File: config.mk
export PLATFORM = sky130hd
export DESIGN_NAME = mux_reg_pipe
export DESIGN_NICKNAME = d
export VERILOG_FILES = /design/src/rtl/mux_pipe_pkg.sv /design/src/rtl/pipe_stage.sv /design/src/rtl/mux_reg_pipe.sv
export SDC_FILE = /design/constraint.sdc
export NUM_CORES = 1
export LEC_CHECK = 0
export BUFFER_PORTS_ARGS = -buffer_cell sky130_fd_sc_hd__clkbuf_2
export CELL_PAD_IN_SITES_DETAIL_PLACEMENT = 2
export CELL_PAD_IN_SITES_GLOBAL_PLACEMENT = 2
export CORE_MARGIN = 5
export CORE_UTILIZATION = 29
export DETAILED_ROUTE_END_ITERATION = 10
export PLACE_DENSITY = 0.84
export SLEW_MARGIN = 20
export SYNTH_ARGS = -nofsm -noshare
export SYNTH_HDL_FRONTEND = slang
export SYNTH_SLANG_ARGS = --single-unit
File: constraint.sdc
create_clock -name clk -period 3.2 [get_ports clk]
set_clock_uncertainty 0.1 [all_clocks]
set_input_delay 0.64 -clock clk [delete_from_list [all_inputs] [get_ports clk]]
set_output_delay 0.64 -clock clk [all_outputs]
set_load 0.01 [all_outputs]
File: src/rtl/mux_pipe_pkg.sv
// Shared definitions for the mux_reg_pipe block.
//   clog2_min1(n) : bit width needed to hold 0..n-1, never less than 1
//   DEF_*         : default WIDTH / CHANNELS / DEPTH for the top level
package mux_pipe_pkg;

    localparam int DEF_WIDTH    = 8;
    localparam int DEF_CHANNELS = 2;
    localparam int DEF_DEPTH    = 2;

    // Loop form (rather than $clog2) keeps a 1-bit minimum for n <= 2.
    function automatic int clog2_min1(input int n);
        int w;
        w = 1;
        for (int i = 1; i < 31; i++) begin
            if ((1 << i) < n) begin
                w = i + 1;
            end
        end
        return w;
    endfunction

endpackage

File: src/rtl/pipe_stage.sv
// One valid/ready register slice.
//   clk, rst      : rising-edge clock, synchronous active-high reset
//   in_v/in_r/in_d    : upstream handshake and payload
//   out_v/out_r/out_d : downstream handshake and payload
// The slice accepts whenever it is empty or its own word is leaving, so
// in_r depends only on the local valid flop and out_r (never on in_v).
module pipe_stage #(
    parameter int W = 8
) (
    input  logic         clk,
    input  logic         rst,
    input  logic         in_v,
    output logic         in_r,
    input  logic [W-1:0] in_d,
    output logic         out_v,
    input  logic         out_r,
    output logic [W-1:0] out_d
);

    logic         v_q, v_d;
    logic [W-1:0] d_q, d_d;

    always_comb begin
        in_r = !v_q || out_r;
        v_d  = v_q;
        d_d  = d_q;
        if (in_r) begin
            v_d = in_v;
            // Payload only moves on an actual accept, so idle data stays quiet.
            if (in_v) begin
                d_d = in_d;
            end
        end
    end

    always_ff @(posedge clk) begin
        if (rst) begin
            v_q <= 1'b0;
            d_q <= '0;
        end else begin
            v_q <= v_d;
            d_q <= d_d;
        end
    end

    assign out_v = v_q;
    assign out_d = d_q;

endmodule

File: src/rtl/mux_reg_pipe.sv
// Registered channel mux feeding a DEPTH-stage valid/ready pipeline.
//   clk, rst    : rising-edge clock, synchronous active-high reset
//   in_valid/in_ready : producer handshake
//   in_data     : CHANNELS packed words, channel k at [k*WIDTH +: WIDTH]
//   in_sel      : channel select, travels with the word as out_sel
//   out_valid/out_ready : consumer handshake
//   out_data    : selected word (0 when the select was out of range)
//   out_sel     : raw select value captured with the word
//   occupancy   : registered count of valid stages, 0..DEPTH
//   sel_err     : sticky flag, an accepted select was >= CHANNELS
module mux_reg_pipe
    import mux_pipe_pkg::*;
#(
    parameter int WIDTH    = DEF_WIDTH,
    parameter int CHANNELS = DEF_CHANNELS,
    parameter int DEPTH    = DEF_DEPTH,
    parameter int SELW     = 1
) (
    input  logic                              clk,
    input  logic                              rst,
    input  logic                              in_valid,
    output logic                              in_ready,
    input  logic [CHANNELS*WIDTH-1:0]         in_data,
    input  logic [SELW-1:0]                   in_sel,
    output logic                              out_valid,
    input  logic                              out_ready,
    output logic [WIDTH-1:0]                  out_data,
    output logic [SELW-1:0]                   out_sel,
    output logic [clog2_min1(DEPTH+1)-1:0]    occupancy,
    output logic                              sel_err
);

    localparam int SW   = WIDTH + SELW;
    localparam int OCCW = clog2_min1(DEPTH + 1);

    logic [WIDTH-1:0] mux_data;
    logic             bad_sel;
    logic [SW-1:0]    head_d;
    logic             ready_0;
    logic             tail_v;
    logic [SW-1:0]    tail_d;
    logic             push, pop;

    logic [OCCW-1:0]  occ_q, occ_d;
    logic             sel_err_q, sel_err_d;

    // Loop compare instead of an indexed part-select so an out-of-range
    // select yields 0 rather than reading past the end of in_data.
    always_comb begin
        mux_data = '0;
        bad_sel  = int'(in_sel) >= CHANNELS;
        for (int k = 0; k < CHANNELS; k++) begin
            if (int'(in_sel) == k) begin
                mux_data = in_data[k*WIDTH +: WIDTH];
            end
        end
    end

    assign head_d = {in_sel, mux_data};

    // Each generate block owns its own handshake nets; the ready chain runs
    // backwards through the blocks without forming a self-dependent vector.
    for (genvar g = 0; g < DEPTH; g++) begin : g_stage
        logic          in_v, in_r, out_v, out_r;
        logic [SW-1:0] in_d, out_d;

        if (g == 0) begin : g_head
            assign in_v = in_valid;
            assign in_d = head_d;
        end else begin : g_link
            assign in_v = g_stage[g-1].out_v;
            assign in_d = g_stage[g-1].out_d;
        end

        if (g == DEPTH - 1) begin : g_tail
            assign out_r = out_ready;
        end else begin : g_back
            assign out_r = g_stage[g+1].in_r;
        end

        pipe_stage #(.W(SW)) u_stage (
            .clk   (clk),
            .rst   (rst),
            .in_v  (in_v),
            .in_r  (in_r),
            .in_d  (in_d),
            .out_v (out_v),
            .out_r (out_r),
            .out_d (out_d)
        );
    end

    assign ready_0 = g_stage[0].in_r;
    assign tail_v  = g_stage[DEPTH-1].out_v;
    assign tail_d  = g_stage[DEPTH-1].out_d;

    // Both handshakes are held low while rst is high so nothing is seen to
    // transfer on the cycle that discards the pipeline.
    assign in_ready  = ready_0 && !rst;
    assign out_valid = tail_v && !rst;
    assign out_data  = tail_d[WIDTH-1:0];
    assign out_sel   = tail_d[SW-1:WIDTH];

    assign push = in_valid && in_ready;
    assign pop  = out_valid && out_ready;

    always_comb begin
        occ_d     = occ_q;
        sel_err_d = sel_err_q || (push && bad_sel);
        if (push && !pop) begin
            occ_d = occ_q + OCCW'(1);
        end else if (pop && !push) begin
            occ_d = occ_q - OCCW'(1);
        end
    end

    always_ff @(posedge clk) begin
        if (rst) begin
            occ_q     <= '0;
            sel_err_q <= 1'b0;
        end else begin
            occ_q     <= occ_d;
            sel_err_q <= sel_err_d;
        end
    end

    assign occupancy = occ_q;
    assign sel_err   = sel_err_q;

endmodule
==> results of run 1 <==
## report_power, final
part	leakage (nW)	total [mW]	internal (mW)	switching [mW]
clock	0.0210	0.158	0.0695	0.0886
combinational	0.302	0.0784	0.0349	0.0435
sequential	0.181	0.304	0.290	0.0137
total	0.504	0.541	0.395	0.146
## cells by family after synthesis
group / count (synthesis)
xor+xnor: 2
fa+ha+maj: 1
buf+inv: 11
mux: 9
flops: 22
simple gates: 19
other cells: 1
compound gates: 40
## layer usage
layer  vias up  global-route usage [%]  wire, µm
met1       409                    16.4      1260
met3         5                    1.81        88
met2        22                    22.1      1360
li1        430                       -         -
met5         -                       0         0
met4         0                    5.21        44
## area by class of cell
class,count,area [µm²]
Fill cell,378,2110
Clock buffer,4,36.3
Sequential cell,22,440
Multi-Input combinational cell,72,470
Timing Repair Buffer,33,165
Tap cell,46,57.6
Inverter,2,7.51
## sequential cells by signal (all words and copies together) (netlist names)
register               flops
occupancy                  2
g_stage.u_stage.out_d     18
g_stage.u_stage.out_v      2
## worst register-to-register path: stages, from the launching register on
cell and delay, ns:
dfxtp_1 0.42, nor2b_4 0.33, a21oi_4 0.16, nor2b_1 0.18
ha_1 0.35, or3_1 0.36, a21oi_1 0.14
## layout by cell type (no fill, tap or decap)
cell type | Yosys | final
clkbuf_2 | 0 | 33
dfxtp_1 | 22 | 22
a21oi_1 | 21 | 21
mux2i_1 | 9 | 9
nand3_1 | 9 | 9
a211oi_1 | 8 | 8
o21ai_0 | 6 | 6
o21ai_1 | 4 | 4
nand2b_1 | 3 | 3
clkbuf_4 | 0 | 3
inv_1 | 2 | 2
nor2b_1 | 2 | 2
xor2_1 | 2 | 2
nor2b_4 | 1 | 1
a21oi_4 | 1 | 1
nand2_1 | 1 | 1
nor2_1 | 1 | 1
nand3b_2 | 1 | 1
or3_1 | 1 | 1
ha_1 | 1 | 1
conb_1 | 1 | 1
clkbuf_8 | 0 | 1
## worst max-delay path by stage
stage	endpoint	slack, ns	depth (start not counted)
floorplan	occupancy[1]$_SDFFE_PP0P_	1.11	7
global placement	occupancy[1]$_SDFFE_PP0P_	0.86	7
detailed placement	occupancy[1]$_SDFFE_PP0P_	0.77	7
CTS	occupancy[1]$_SDFFE_PP0P_	1.08	6
global route	occupancy[1]$_SDFFE_PP0P_	0.96	6
finish	in_ready	1.09	3
## per-stage QoR
stage          hold WS [ns]  utilization, %
4_1_cts               0.396            35.8
5_1_grt               0.422            35.8
2_1_floorplan         0.343               -
6_report              0.391            35.8
3_3_place_gp          0.367            34.7
3_5_place_dp          0.377            34.7
==> qor.txt, run 1 <==
Status - finished clean
CTS tree - built
Die Area - 4620 µm²
Max Fanout on Critical Path - 26
# resized after CTS - 0
Top cell type's share of synthesized area - 45.2%
DP Wirelength - 2210 µm
CTS Buffer Depth - 2
Critical R2R Capture - occupancy[1]$_SDFFE_PP0P_
Final nets - 156
# H-tree levels - 1
Vias in the first global route - 953
Crit path from - rst
Synth area leader - dfxtp_1
Max-cap viol count - 0
Most common cell in the netlist - dfxtp_1
Ys Warns - 0
Max Slew Vio Count - 0
Hold WC Path Type - reg2reg
# clock sinks - 22
Boundary pin count - 35
CTS clk-pin slew, worst paths - 0.13 ns
Tmin final - 2.11 ns
CP Data Required Time - 2.46 ns
VDD IR max - 0.000117 V
Synth Flop Type - dfxtp_1
Core ar. - 3280 µm²
Post-synthesis cell count - 105
Post-Place Cell Area - 1140 µm²
Crit path buf inv count - 2
WS Path Type - in2out
Final number of hold-violating endpoints - 0
Post-synthesis sequential area ratio - 45.2%
Setup Buffers After CTS - 0
GR Overflow Total - 0
Setup-failing EPs final - 0
Design Area, Final - 1180 µm²
Synth Register Bits - 22
Mux contribution to synthesized area - 9.25%
Syn avg cell area - 9.27 µm²
Net Count, Synth - 127
Crit path cell chain - clkbuf_2 > a21oi_1 > clkbuf_2
RSZ-0062 raised after global routing - no
Area contributors post-synth - dfxtp_1 (45%), a21oi_1 (11%), mux2i_1 (9.3%)
Cell variety after synth - 23
Leakage - 0.504 nW
Largest family of logic cells by synthesized area - compound AO/OA/AOI/OAI gates
Port buffer count - 33
Final worst path period share - 65.9%
WP data arrival - 1.37 ns
# rows - 21
DR vias/cell - 4.84
CP max stage delay - 0.31 ns
FF-to-FF setup slack - 1.10 ns
R2r startpoint - g_stage[1].u_stage.out_v$_SDFFE_PP0P_
Worst-Skew Late Latency - 0.31 ns
Placed Cells incl. Taps - 175
Worst setup EP type - primary output
Async set-reset flop share out of synthesis - 0%
Non-Filler Instances - 179
Final ANT Viol Nets - 0
CP dominant cell by count - clkbuf_2
Most instantiated cells after synthesis - dfxtp_1 (22), a21oi_1 (21), mux2i_1 (9), nand3_1 (9), a211oi_1 (8)
Worst Hold End - g_stage[1].u_stage.out_d[4]$_SDFFE_PP0P_
CP delay by family, top - buffers and inverters
Critical path's slowest cell - clkbuf_2
Simple-gate portion of the synthesized area - 11.8%
PD cells - 459 nW/µm²
Pre-CTS setup slack - 0.775 ns
Cts bufs inserted - 3
Worst setup margin - 1.09 ns
Wire per inst - 15.4 µm
Post-synthesis compound-gate area fraction - 23.8%
Hold Crit Start - g_stage[1].u_stage.out_d[4]$_SDFFE_PP0P_
Rel. slew slack - 66.0%
Initial antenna violation count - 0
Chip Width - 67.9 µm
RD Place Congestion - 0.755
Global-route wire length before repair - 4540 µm
Initial Utilization - 29.6%
Clock Tree Root - clkbuf_4
Post-synthesis xor/xnor area fraction - 1.80%
Number of diodes - 0
Syn Std Cell Area - 973 µm²
Adder-Cell Fraction of Synth Area - 1.29%
Reg2Reg Depth - 6
Hold Crit Depth - 2
Drt initial violations - 33
Pwr Total - 0.541 mW
Number of flops mapped to enable cells by yosys - 0
Hold Buf Count CTS - 0
Die Y - 67.9 µm
Layout cell share with drive strength beyond 1 - 30.1%
Fmax - 0.474 GHz
All-layer global routing usage - 13.0%
Routed WL - 2750 µm
Via count - 866
Crit path launch type - input pin
Worst-Margin Slew - 0.511 ns
Total negative setup slack - 0 ns
Area growth from synthesis to layout - 21.0%
First-pass DRT Iterations - 3
Largest net degree at the start of global routing - 27
Residual DRC - 0
(Power assumes the default switching activity.)
==> inputs of run 2 (changes only) <==
--- a/config.mk
+++ b/config.mk
@@ -9,9 +9,9 @@
 export CELL_PAD_IN_SITES_DETAIL_PLACEMENT = 2
 export CELL_PAD_IN_SITES_GLOBAL_PLACEMENT = 2
 export CORE_MARGIN = 5
-export CORE_UTILIZATION = 29
+export CORE_UTILIZATION = 27
 export DETAILED_ROUTE_END_ITERATION = 10
-export PLACE_DENSITY = 0.84
+export PLACE_DENSITY = 0.79
 export SLEW_MARGIN = 20
 export SYNTH_ARGS = -nofsm -noshare
 export SYNTH_HDL_FRONTEND = slang
==> constraint.sdc (replaced) <==
create_clock -name clk -period 2.2 [get_ports clk]
set_clock_uncertainty 0.1 [all_clocks]
set_input_delay 0.44 -clock clk [delete_from_list [all_inputs] [get_ports clk]]
set_output_delay 0.44 -clock clk [all_outputs]
set_load 0.01 [all_outputs]
==> qor.txt, run 2 (synthesis gave the netlist of run 1 again) <==
Max Slew Vio Count - 0 (unchanged)
GRT busiest layer - met2
WS Path Type - reg2out
Die Area - 4910 µm² (+6.3%)
Number of diodes - 0 (unchanged)
Largest register FFs - 18 (unchanged)
Port buffer count - 33 (unchanged)
Worst-Skew Late Latency - 0.31 ns (about the same)
Vias in the first global route - 1005 (+5.5%)
Initial Utilization - 28.5% (-1.1 points)
Drt initial violations - 18 (-45%)
Internal - 0.579 mW (+47%)
RSZ-0062 raised after global routing - no
CTS clk-pin slew, worst paths - 0.12 ns (about the same)
Via count - 872 (+0.69%)
Critical R2R Capture - occupancy[1]$_SDFFE_PP0P_
Setup-failing EPs final - 0 (unchanged)
# resized after CTS - 0 (unchanged)
Layout fillers - 426 (+13%)
Global-route wire length before repair - 4910 µm (+8.2%)
RD Place Congestion - 0.707 (-6.4%)
NetSw - 0.207 mW (+42%)
Commonest non-fill, non-tap cell in the layout - clkbuf_2
Hold Crit Start - rst
First-pass DRT Iterations - 4 (+1)
All-layer global routing usage - 12.8% (-0.16 points)
Core ar. - 3420 µm² (+4.0%)
Finished Core Util - 35.3% (-0.50 points)
Leakage - 0.524 nW (+4.0%)
VDD IR max - 0.000224 V (+91%)
Reg2Reg Depth - 6 (unchanged)
Layout cell share with drive strength beyond 1 - 32.1% (+2.0 points)
Crit path launch type - flop
Final number of hold-violating endpoints - 0 (unchanged)
Boundary pin count - 35 (unchanged)
GR Overflow Total - 0 (unchanged)
Initial antenna violation count - 0 (unchanged)
Met3 usage - 4.45% (+2.6 points)
WP data arrival - 1.33 ns (-0.04 ns)
Commonest non-fill, non-tap cells in the layout - clkbuf_2 (33), dfxtp_1 (22), a21oi_1 (21), mux2i_1 (9), nand3_1 (9)
Final nets - 160 (+2.6%)
Final worst path period share - 84.8%
Hold WC Path Type - in2reg
Final ANT Viol Nets - 0 (unchanged)
Wire per inst - 15.0 µm (-2.6%)
Chip Width - 70.0 µm (+3.1%)
Die Y - 70.0 µm (+3.1%)
Routed WL - 2740 µm (-0.47%)
Worst Hold End - occupancy[1]$_SDFFE_PP0P_
Clock Power Share - 28.8% (-0.4 points)
CTS Buffer Depth - 2 (unchanged)
# rows - 21 (unchanged)
DR vias/cell - 4.77 (-1.5%)
GR Layer Usage met1 - 14.3% (-2.1 points)
PD cells - 651 nW/µm² (+42%)
CP Data Required Time - 1.66 ns (-0.80 ns)
Reg power frac - 55.7% (-0.6 points)
Max Fanout on Critical Path - 10 (-62%)
# H-tree levels - 1 (unchanged)
CP max stage delay - 0.41 ns (+0.10 ns)
Critical path's slowest cell - dfxtp_1
Hold Crit Depth - 2 (unchanged)
Fmax - 0.536 GHz
Cts bufs inserted - 3 (unchanged)
Total negative setup slack - 0 ns (unchanged)
# clock sinks - 22 (unchanged)
FF-to-FF setup slack - 0.40 ns (-0.70 ns)
R2r startpoint - g_stage[1].u_stage.out_v$_SDFFE_PP0P_
CTS tree - built
Status - finished clean
Switching Share - 26.4% (-0.61 points)
Hold Buf Count CTS - 0 (unchanged)
GR met2 Demand/Resource - 21.3% (-0.84 points)
Setup Buffers After CTS - 0 (unchanged)
Area growth from synthesis to layout - 24.0%
Tmin final - 1.87 ns
Max-cap viol count - 0 (unchanged)
Largest net degree at the start of global routing - 23 (-15%)
Clock Tree Root - clkbuf_4
Comb power frac - 15.5% (+1.0 points)
Residual DRC - 0 (unchanged)
DP Wirelength - 2110 µm (-4.6%)
Crit path cell chain - nor2b_4 > buf_4 > a21oi_1 > clkbuf_2
Register area - 440 µm² (unchanged)
Worst setup EP type - primary output
Multi-input logic area - 470 µm² (unchanged)
## run 2: cell types whose count changed in the layout (fill, tap and decap cells not counted)
cell,delta
buf_4,+4
## run 2: final cells by class
type,count,share of cell area (%)
Clock buffer,4,3.01
Multi-Input combinational cell,72,39.0
Timing Repair Buffer,37,16.2
Inverter,2,0.622
Tap cell,46,4.77
Sequential cell,22,36.5
## run 2: worst max-delay path by stage
stage                                                      from                        end
after floorplan                                        in_valid  occupancy[1]$_SDFFE_PP0P_
after global placement                                 in_valid  occupancy[1]$_SDFFE_PP0P_
after detailed placement                               in_valid  occupancy[1]$_SDFFE_PP0P_
after CTS                 g_stage[1].u_stage.out_v$_SDFFE_PP0P_                   in_ready
after global routing      g_stage[1].u_stage.out_v$_SDFFE_PP0P_                   in_ready
final                     g_stage[1].u_stage.out_v$_SDFFE_PP0P_                   in_ready
## run 2: power groups by stage
stage | registers (mW) | clock network [mW] | logic (mW)
4_1_cts | 0.438 | 0.238 | 0.125
2_1_floorplan | 0.448 | 0 | 0.0739
6_report | 0.438 | 0.226 | 0.122
5_1_grt | 0.441 | 0.258 | 0.138
3_5_place_dp | 0.447 | 0 | 0.124
3_3_place_gp | 0.445 | 0 | 0.117
## run 2: worst max-delay path: cells and delay by family, from the launching register on
kind / cells / cell delay (ns)
AOI/OAI and AO/OA: 1 / 0.08
buffers and inverters: 2 / 0.32
DFF: 1 / 0.41
and+or+nand+nor: 1 / 0.21
## run 2: routing by layer
metal / routed length, µm / up-vias / part of all wire [%]
li1: - / 439 / -
met1: 1250 / 408 / 46
met2: 1320 / 23 / 48
met3: 132 / 2 / 4.8
met4: 35 / 0 / 1.3
met5: 0 / - / 0
## run 2: through the flow
step                      hold WS, ns  setup WS [ns]  instance area (µm²)  cells  total power [mW]
after global routing            0.235          0.190                 1210    183             0.837
after floorplan                 0.343          0.307                  973    105             0.522
final                           0.253          0.334                 1210    183             0.786
after CTS                       0.243          0.311                 1210    183             0.801
after global placement          0.363          0.297                 1170    179             0.563
after detailed placement        0.373          0.204                 1170    179             0.571
==> inputs of run 3 (changes only) <==
--- a/config.mk
+++ b/config.mk
@@ -9,9 +9,9 @@
 export CELL_PAD_IN_SITES_DETAIL_PLACEMENT = 2
 export CELL_PAD_IN_SITES_GLOBAL_PLACEMENT = 2
 export CORE_MARGIN = 5
-export CORE_UTILIZATION = 27
+export CORE_UTILIZATION = 25
 export DETAILED_ROUTE_END_ITERATION = 10
-export PLACE_DENSITY = 0.79
+export PLACE_DENSITY = 0.77
 export SLEW_MARGIN = 20
 export SYNTH_ARGS = -nofsm -noshare
 export SYNTH_HDL_FRONTEND = slang
==> constraint.sdc (replaced) <==
create_clock -name clk -period 1.6 [get_ports clk]
set_clock_uncertainty 0.1 [all_clocks]
set_input_delay 0.32 -clock clk [delete_from_list [all_inputs] [get_ports clk]]
set_output_delay 0.32 -clock clk [all_outputs]
set_load 0.01 [all_outputs]
==> qor.txt, run 3 (synthesis gave the netlist of run 1 again) <==
Wire per inst - 14.8 µm (-1.0%)
Initial antenna violation count - 0 (unchanged)
Largest register FFs - 18 (unchanged)
CP Data Required Time - 1.71 ns (+0.05 ns)
Hold WC Path Type - in2reg
PD cells - 995 nW/µm² (+53%)
Final nets - 165 (+3.1%)
Pre-CTS setup slack - -0.190 ns (-0.394 ns)
Drt initial violations - 44 (+26)
Die Area - 5240 µm² (+6.8%)
Commonest non-fill, non-tap cell in the layout - clkbuf_2
Final worst path period share - 101%
Setup-failing EPs final - 1 (+1)
All-layer global routing usage - 11.7% (-1.1 points)
Commonest non-fill, non-tap cells in the layout - clkbuf_2 (33), dfxtp_1 (21), a21oi_1 (19)
Largest net degree at the start of global routing - 14 (-39%)
Port buffer count - 33 (unchanged)
Chip Width - 72.4 µm (+3.4%)
Pwr Total - 1.31 mW (+67%)
Non-Filler Instances - 190 (+3.8%)
# rows - 22 (+4.8%)
Area growth from synthesis to layout - 35.7%
CTS clk-pin slew, worst paths - 0.08 ns (-0.04 ns)
Die Y - 72.4 µm (+3.4%)
Clock Tree Root - clkbuf_8
Failing checks - setup timing
WL met3 - 118 µm (-11%)
Max-cap viol count - 0 (unchanged)
# H-tree levels - 1 (unchanged)
GR Overflow Total - 0 (unchanged)
RD Place Congestion - 0.739 (+4.6%)
Via count - 900 (+3.2%)
DR vias/cell - 4.74 (-0.59%)
Worst-Skew Late Latency - 0.26 ns (-0.05 ns)
Tmin final - 1.62 ns
Number of diodes - 0 (unchanged)
WP data arrival - 1.72 ns (+0.39 ns)
Met1 WL - 1220 µm (-2.6%)
Leakage - 0.569 nW (+8.5%)
Status - finished with violations
WS Path Type - reg2reg
Fmax - 0.619 GHz
Worst setup margin - -0.0151 ns (-0.349 ns)
DP Wirelength - 2290 µm (+8.7%)
Layout cell share with drive strength beyond 1 - 40.1% (+8.0 points)
Max Fanout on Critical Path - 3 (-7)
Layout fillers - 433 (+1.6%)
Cts bufs inserted - 3 (unchanged)
Final ANT Viol Nets - 0 (unchanged)
Hold Buf Count CTS - 0 (unchanged)
Routed WL - 2820 µm (+2.8%)
CTS Buffer Depth - 2 (unchanged)
CTS tree - built
Design Area, Final - 1320 µm² (+9.4%)
Residual DRC - 0 (unchanged)
Post-Place Cell Area - 1210 µm² (+3.7%)
Metal2 WL - 1440 µm (+9.4%)
Vias in the first global route - 993 (-1.2%)
# clock sinks - 22 (unchanged)
Placed Cells incl. Taps - 186 (+3.9%)
RSZ-0062 raised after global routing - yes
Crit path launch type - flop
VDD IR max - 0.000289 V (+29%)
Core ar. - 3720 µm² (+8.8%)
Boundary pin count - 35 (unchanged)
Worst setup EP type - flop
First-pass DRT Iterations - 4 (unchanged)
Final number of hold-violating endpoints - 0 (unchanged)
Max layer used - met4
Global-route wire length before repair - 4750 µm (-3.4%)
Smallest hold slack - 0.275 ns (+0.0224 ns)
Max Slew Vio Count - 0 (unchanged)
Initial Utilization - 26.2% (-2.3 points)
-- run 3: cell types whose count changed in the layout (fill, tap and decap cells not counted), moves of 2 or more --
| cell | delta |
|---|---|
| clkbuf_8 | +2 |
| clkbuf_4 | -3 |
| nor2b_1 | -2 |
| buf_4 | +5 |
| a21oi_1 | -2 |
| a21oi_2 | +2 |
-- run 3: power breakdown --
| group | switching, mW | leakage, nW | internal [mW] |
|---|---|---|---|
| combinational | 0.0983 | 0.352 | 0.0912 |
| sequential | 0.0228 | 0.181 | 0.581 |
| clock | 0.187 | 0.0357 | 0.334 |
-- run 3: area by class of cell --
| cell class | instances | area [µm²] | area share [%] |
|---|---|---|---|
| clock inverters | 1 | 30.0 | 2.27 |
| repair buffers | 42 | 233 | 17.6 |
| flip-flops and latches | 22 | 442 | 33.4 |
| multi-input cells | 72 | 508 | 38.4 |
| clock buffers | 3 | 41.3 | 3.12 |
| well taps | 48 | 60.1 | 4.55 |
| inverters | 2 | 7.51 | 0.568 |
-- run 3: per-layer routing --
| metal | track usage, % | up-vias |
|---|---|---|
| met2 | 19.9 | 29 |
| met4 | 6.15 | 0 |
| met5 | 0 | - |
| li1 | - | 448 |
| met3 | 1.39 | 4 |
| met1 | 14.4 | 419 |
-- run 3: final timing paths --
path | startpoint | endpoint | slack (ns) | cells after the start
max | g_stage[1].u_stage.out_v$_SDFFE_PP0P_ | occupancy[1]$_SDFFE_PP0P_ | -0.02 | 7
max reg2reg | g_stage[1].u_stage.out_v$_SDFFE_PP0P_ | occupancy[1]$_SDFFE_PP0P_ | -0.02 | 7
min reg2reg | g_stage[0].u_stage.out_d[3]$_SDFFE_PP0P_ | g_stage[1].u_stage.out_d[3]$_SDFFE_PP0P_ | 0.39 | 2
min | in_data[0] | g_stage[0].u_stage.out_d[0]$_SDFFE_PP0P_ | 0.28 | 3
-- run 3: critical path, stage by stage (launching register included) --
cell and delay (ns):
dfxtp_2 0.34, nor2b_4 0.17, a21oi_4 0.06, nor2b_4 0.13
ha_4 0.16, xor2_2 0.14, or3_1 0.33, a21oi_2 0.12
-- run 3: metrics by stage --
stage	util, %	TNS, ns
finish	35.6	-0.0151
global route	35.6	-0.135
CTS	35.3	-0.0370
detailed placement	32.7	-0.280
global placement	32.7	-0.0884
floorplan	-	-0.0704
-- run 3: what timing repair did --
action | CTS | global route
hold endpoints to repair | 0 | 0
endpoints found under the setup margin | 3 | 2
gates cloned | 0 | 0
pin swaps | 2 | 1
setup buffers | 0 | 0
resized for setup | 5 | 2
